$ cat config.mk
export PLATFORM = sky130hd
export DESIGN_NAME = sma_cs_inv
export DESIGN_NICKNAME = d
export VERILOG_FILES = /design/src/rtl/sma_cs_inv.sv
export SDC_FILE = /design/constraint.sdc
export NUM_CORES = 1
export LEC_CHECK = 0
export CORE_AREA = 2 2 116 118
export CTS_CLUSTER_SIZE = 40
export DETAILED_ROUTE_END_ITERATION = 12
export DIE_AREA = 0 0 118 120
export SYNTH_ARGS = -nofsm -noshare
export SYNTH_HDL_FRONTEND = slang
export SYNTH_SLANG_ARGS = --single-unit
$ cat constraint.sdc
create_clock -name clk -period 3 [get_ports clk]
set_input_delay 0.3 -clock clk [delete_from_list [all_inputs] [get_ports clk]]
set_output_delay 0.3 -clock clk [all_outputs]
set_load 0.03 [all_outputs]
$ cat src/rtl/sma_cs_inv.sv
// Inverse 4-tap moving-sum: rebuilds signed samples from the running window sum, 2-entry output FIFO.
// Optional overflow flag err_ovf is built only when SMA_CS_INV_CHECK_EN is defined.
module sma_cs_inv #(
   parameter int DATA_W = 16,
   parameter int TAPS   = 4,
   parameter int SUM_W  = DATA_W + $clog2(TAPS)
) (
   input  logic                     clk,
   input  logic                     rst,
   input  logic                     clear,
   input  logic                     in_valid,
   output logic                     in_ready,
   input  logic signed [SUM_W-1:0]  in_sum,
   output logic                     out_valid,
   input  logic                     out_ready,
   output logic signed [DATA_W-1:0] out_x
`ifdef SMA_CS_INV_CHECK_EN
   ,output logic                    err_ovf
`endif
);

   localparam int D_W = SUM_W + 2;

   logic [1:0]               count;
   logic signed [DATA_W-1:0] fifo_p1 [2];
   logic signed [SUM_W-1:0]  s_prev;
   logic signed [DATA_W-1:0] x_hist [TAPS];
   logic signed [D_W-1:0]    d_p0;
   logic signed [DATA_W-1:0] x_p0;
   logic                     push;
   logic                     pop;

   function automatic logic signed [DATA_W-1:0] wrap_data(input logic signed [D_W-1:0] d);
      return DATA_W'(d);
   endfunction

`ifdef SMA_CS_INV_CHECK_EN
   localparam logic signed [D_W-1:0] X_MAX = D_W'((64'sd1 <<< (DATA_W-1)) - 64'sd1);
   localparam logic signed [D_W-1:0] X_MIN = -D_W'(64'sd1 <<< (DATA_W-1));

   function automatic logic out_of_range(input logic signed [D_W-1:0] d);
      return (d > X_MAX) || (d < X_MIN);
   endfunction
`endif

   assign in_ready  = (count < 2'd2);
   assign out_valid = (count != 2'd0);
   assign out_x     = fifo_p1[0];
   assign push      = in_valid & in_ready & ~clear;
   assign pop       = out_valid & out_ready & ~clear;

   // Stage p0: difference of consecutive sums plus the sample leaving the window
   assign d_p0 = D_W'(in_sum) - D_W'(s_prev) + D_W'(x_hist[TAPS-1]);
   assign x_p0 = wrap_data(d_p0);

   // Stage p1: history update and FIFO (head always in slot 0)
   always_ff @(posedge clk or negedge rst) begin
      if (!rst) begin
         count      <= 2'd0;
         s_prev     <= '0;
         fifo_p1[0] <= '0;
         fifo_p1[1] <= '0;
         for (int i = 0; i < TAPS; i++) x_hist[i] <= '0;
      end else if (clear) begin
         count      <= 2'd0;
         s_prev     <= '0;
         fifo_p1[0] <= '0;
         fifo_p1[1] <= '0;
         for (int i = 0; i < TAPS; i++) x_hist[i] <= '0;
      end else begin
         if (push) begin
            s_prev    <= in_sum;
            x_hist[0] <= x_p0;
            for (int i = 1; i < TAPS; i++) x_hist[i] <= x_hist[i-1];
         end
         case ({push, pop})
            2'b10: begin
               if (count == 2'd0) fifo_p1[0] <= x_p0;
               else               fifo_p1[1] <= x_p0;
               count <= count + 2'd1;
            end
            2'b01: begin
               fifo_p1[0] <= fifo_p1[1];
               count      <= count - 2'd1;
            end
            // push can only coincide with pop at count==1, so the new sample becomes head
            2'b11:   fifo_p1[0] <= x_p0;
            default: begin end
         endcase
      end
   end

`ifdef SMA_CS_INV_CHECK_EN
   always_ff @(posedge clk or negedge rst) begin
      if (!rst)                            err_ovf <= 1'b0;
      else if (push && out_of_range(d_p0)) err_ovf <= 1'b1;
   end
`endif

endmodule
=== Word level (Yosys, flattened, before mapping) ===
Cells that the tools add are included.

* Word-level logic and storage cells: 42
* Flip-flop bits (word level): 114
* Output and inout port bits: 18

* $add $sub $neg: 4
* Eq/ne operators: 5
* Bitwise gates (word level): 5
* Reduce and logical (&&, ||, !) cells: 8
* Mux-type cells: 11
* $lt $le $gt $ge: 1

{| class="wikitable"
|+ Operators with widths
! operator !! number
|-
| 2-to-1 mux 64 bit || 2
|-
| 2-to-1 mux 16 bit || 5
|-
| case mux 16 bit (3 select lines) || 1
|-
| 2-to-1 mux 32 bit || 1
|-
| adder 16 bit || 1
|-
| subtractor 16 bit || 1
|-
| nonzero test 2 bit || 3
|-
| AND 1 bit || 4
|-
| == test 2 bit (second input constant) || 2
|-
| case mux 2 bit (2 select lines) || 1
|-
| AND reduction 2 bit || 2
|-
| nonzero test 4 bit || 1
|-
| inequality test 3 bit (second input constant) || 1
|-
| nonzero test 3 bit || 1
|-
| adder 2 x 1 -> 2 bit (second input constant) || 1
|-
| == test 2 x 1 -> 1 bit (second input constant) || 1
|-
| logical NOT 2 bit || 1
|-
| < comparator 2 bit (second input constant) || 1
|-
| 2-to-1 mux 2 bit || 1
|-
| inequality test 2 bit (second input constant) || 1
|-
| subtractor 2 x 1 -> 2 bit (second input constant) || 1
|-
| inverter 1 bit || 1
|}

=== Logic depth before layout (Yosys ltp) ===
* Word-level depth: 6
* Depth in mapped cells: 12
* Depth with buffers taken out: 12

=== Least setup slack after synthesis ===
No wires, ideal clock.

* Path kind: reg-to-reg
* From: reg count[1]
* To: reg fifo_p1 (netlist bit out_x[8])
* Setup slack: 367 ps
* Cell stages (with the launch flop): 11
* Data arrival time: 2507 ps
* Buffers on the path: 2
* Period minus slack after synthesis: 2633 ps
* Path through: dfrtp_1 > inv_1 > nand3_1 > inv_2 > buf_1 > ha_1 > a21oi_4 > and2_1 > buf_2 > and3_1 > a221o_1

* Word-level cells in the longest chain between the ends: 6

{| class="wikitable"
|+ RTL lines
! what !! RTL line !! source
|-
| from (decl) || 24 || <nowiki>logic [1:0] count;</nowiki>
|-
| from (signal assigned) || 80 || <nowiki>count <= count + 2'd1;</nowiki>
|-
| from (signal assigned) || 84 || <nowiki>count <= count - 2'd1;</nowiki>
|-
| < comparator 2 bit (*) || 46 || <nowiki>assign in_ready = (count < 2'd2);</nowiki>
|-
| via in_ready || 12 || <nowiki>output logic in_ready,</nowiki>
|-
| AND 1 bit (*) (2 in series) || 49 || <nowiki>assign push = in_valid & in_ready & ~clear;</nowiki>
|-
| == test 2 bit / == test 2 x 1 -> 1 bit (equally long branches) || 76 || <nowiki>case ({push, pop})</nowiki>
|-
| case mux 16 bit (3 select lines) (tied with other cells) || 76 ||
|-
| 2-to-1 mux 32 bit / AND reduction 2 bit (equally long branches) || - ||
|-
| to (decl) || 25 || <nowiki>logic signed [DATA_W-1:0] fifo_p1 [2];</nowiki>
|}

The timed path passes the listed nets; every way through them passes the cells marked *.
A chain may end at the register's enable or synchronous reset.

=== Worst setup path in the final report ===
* From: in in_sum[3]
* To: reg fifo_p1[14] (netlist name)

* Word-level cells in the longest chain between the ends: 5

{| class="wikitable"
|+ RTL lines
! what !! RTL line !! source
|-
| from (decl) || 13 || <nowiki>input logic signed [SUM_W-1:0] in_sum,</nowiki>
|-
| subtractor 16 bit || 53 || <nowiki>assign d_p0 = D_W'(in_sum) - D_W'(s_prev) + D_W'(x_hist[TAPS-1]);</nowiki>
|-
| adder 16 bit || 53 ||
|-
| 2-to-1 mux 16 bit || 78 || <nowiki>if (count == 2'd0) fifo_p1[0] <= x_p0;</nowiki>
|-
| 2-to-1 mux 16 bit || 76 ||
|-
| 2-to-1 mux 32 bit || 64 || <nowiki>end else if (clear) begin</nowiki>
|}

No other way between the ends. The select of a mux whose other input is x is not followed.

==> key figures <==
Die
  – Chip height: 120 um
  – Io pins: 41
  – Rows: 42
  – Die Area: 14200 sq um
  – Initial core utilization: 44.2%
  – Placeable Area: 13000 sq um
  – Die width: 118 um

Critical path
  – Worst Path Arrival: 3.21 ns
  – Worst-path fanout max: 4
  – Setup crit start kind: primary input
  – Critical path type: primary input to flip-flop
  – Reg2reg end: fifo_p1[14]
  – Reg-to-Reg Start: s_prev[3]
  – Critical Path RT: 3.34 ns
  – Flop2flop setup slack: 0.18 ns
  – Crit. End Element: flip-flop
  – Worst reg2reg path depth: 11

Job
  – # Max-Cap Violations: 0

Place
  – # port buffers: 38
  – Placement Setup Slack: -0.403 ns
  – Dpl hpwl: 8.62 mm
  – Gpl congestion: 0.811

Power and ir drop
  – PD cells: 686 nW/um^2
  – Pleak: 0.00345 uW
  – Max VDD drop: 0.638 mV
  – Final Power: 4870 uW

Final layout
  – Most common cell after layout, fill and taps aside: dfrtp_1
  – Fraction of layout cells with a size suffix above 1: 16.0%
  – Synthesis-to-layout area growth: 23.7%
  – Nets: 646
  – Layout filler cell count: 1158
  – Most frequent cells in the layout: dfrtp_1 (114), a22o_1 (76), inv_1 (65)
  – N_diodes: 0
  – Fin util: 54.7%

Timing
  – Worst setup margin: 0.130 ns
  – Final hold vios: 0
  – Slew margin rel.: 51.3%
  – Worst Tran Pin Value: 0.730 ns
  – Clock period minus worst slack: 2.87 ns
  – Worst Skew: 0.00794 ns
  – Slew Limit Fails: 0
  – Fin crit share: 95.7%
  – Achievable Freq: 348 MHz
  – Finish-stage setup viols: 0

Global route
  – Pin count of the biggest net entering global routing: 81
  – Grt ovf: 0
  – Initial antenna violation count: 0
  – Global-route usage over all layers: 19.8%
  – Vias in the first global route: 4389
  – First-pass GRT wire length: 22.1 mm

Min path
  – Hold_sp: out_x[2]
  – Hold WC Path Type: flip-flop to flip-flop
  – Hold depth: 2
  – Hold endpoint: out_x[2]

Yosys
  – Asr flop ratio synth: 100%
  – Post-synth top flop: dfrtp_1
  – Post-synthesis register bit count: 114
  – Synth area leaders: dfrtp_1 (50%), a22o_1 (12%), fa_1 (5.2%)
  – Post-synth EDFFs: 0
  – Yosys top cell area share: 49.7%
  – Cells after synthesis: 525
  – Netlist cell types: 51
  – Syn avg cell area: 10.9 sq um
  – Leading area contributor after synthesis: dfrtp_1
  – Register area share after synthesis: 49.7%
  – Syn nets: 582
  – Cell Area, Synth: 5740 sq um
  – Synthesis Warnings: 0

Clocking
  – CTS Buf Count: 17
  – Worst-path clk slew: 0.05 ns
  – TritonCTS Sinks: 114
  – Root buf cell: clkbuf_16
  – Clock Latency Late Sink: 0.41 ns
  – CTS tree: built
  – Worst-case clock buffer depth: 2
  – H-tree lvl count: 4

Run status
  – Outcome: completed

Route
  – Avg Vias per Cell: 5.29
  – DR vias: 4096
  – First-pass detailed-route iteration total: 4
  – Iteration-0 DRC Markers: 223
  – Final ANT Viol Nets: 0
  – Remaining DRCs: 0
  – Drt wl/cell: 16.4 um
  – Final wirelength: 12.7 mm
per-layer routing:
layer | GRT usage, % | vias to the layer above | part of all wire, %
met5 | 0 | - | 0
met4 | 6.02 | 0 | 1.2
met3 | 5.18 | 12 | 3.1
met2 | 31.8 | 56 | 48
met1 | 26.5 | 2097 | 47
li1 | - | 1931 | -
report_power, final:
part           internal [uW]  switching (uW)
sequential              1670            89.0
combinational            585             691
clock                   1180             655
kinds of logic after synthesis:
logic type | after synthesis | synth area share [%]
AOI/OAI and AO/OA | 157 | 21.4
xor gates and xnor gates | 17 | 2.59
adders and majority gates | 34 | 9.37
buffers and inverters | 111 | 8.69
DFF | 114 | 49.7
muxes | 10 | 1.74
and+or+nand+nor | 82 | 6.54
timing repair:
action                                  4_1_cts  5_1_grt
resized for setup                             0        7
hold buffers                                  1        0
endpoints found under the hold margin        52        0
endpoints found under the setup margin        0        5
setup buffers                                 0        3
final cells by class:
type	instances	area (sq um)	share of cell area (%)
well taps	176	220	3.10
clock buffers	22	474	6.68
clock inverters	7	60.1	0.846
multi-input cells	300	2450	34.5
inverters	66	248	3.49
repair buffers	90	796	11.2
flip-flops and latches	114	2850	40.2
synthesized netlist by cell type (5+ instances only):
master	n
a21o_1	6
a21oi_1	15
a22o_1	76
a32oi_1	5
and3_1	5
buf_1	8
buf_2	6
buf_4	18
clkbuf_1	12
dfrtp_1	114
fa_1	15
ha_1	19
inv_1	65
mux2i_1	10
nand2_1	46
nor2_1	8
nor3_1	5
o21ai_0	31
xnor2_1	11
xor2_1	6
worst max-delay path: stages:
cell	delay [ns]
clkdlybuf4s50_1	0.45
inv_1	0.06
fa_1	0.53
inv_1	0.04
ha_1	0.32
o211ai_1	0.22
a21oi_2	0.08
o211a_4	0.26
buf_4	0.14
and3_1	0.19
a2111oi_4	0.34
buf_4	0.18
a22o_1	0.12
per-stage QoR:
| step | TNS (ns) | cells | hold WS (ns) | instance area, sq um |
|---|---|---|---|---|
| floorplan | 0 | 525 | 0.00441 | 5740 |
| detailed placement | -4.03 | 742 | 0.408 | 6480 |
| finish | 0 | 775 | 0.480 | 7100 |
| CTS | 0 | 772 | 0.483 | 7030 |
| global placement | -2.57 | 742 | 0.390 | 6480 |
| global route | -0.00280 | 775 | 0.505 | 7100 |
flip-flops by register name (all words and copies together) (netlist names):
register	cells
count	2
out_x	16
fifo_p1	16
s_prev	16
x_hist	64
worst max-delay path by stage:
stage | start | endpoint | slack, ns | cells after the start
2_1_floorplan | count[1] | out_x[8] | 0.37 | 10
3_3_place_gp | in_sum[1] | fifo_p1[14] | -0.28 | 11
3_5_place_dp | in_sum[1] | fifo_p1[14] | -0.40 | 11
4_1_cts | in_sum[1] | fifo_p1[14] | 0.04 | 11
5_1_grt | in_sum[7] | fifo_p1[14] | -0.003 | 13
6_report | in_sum[3] | fifo_p1[14] | 0.13 | 13
No activity file was read; power rests on OpenSTA's default activity.
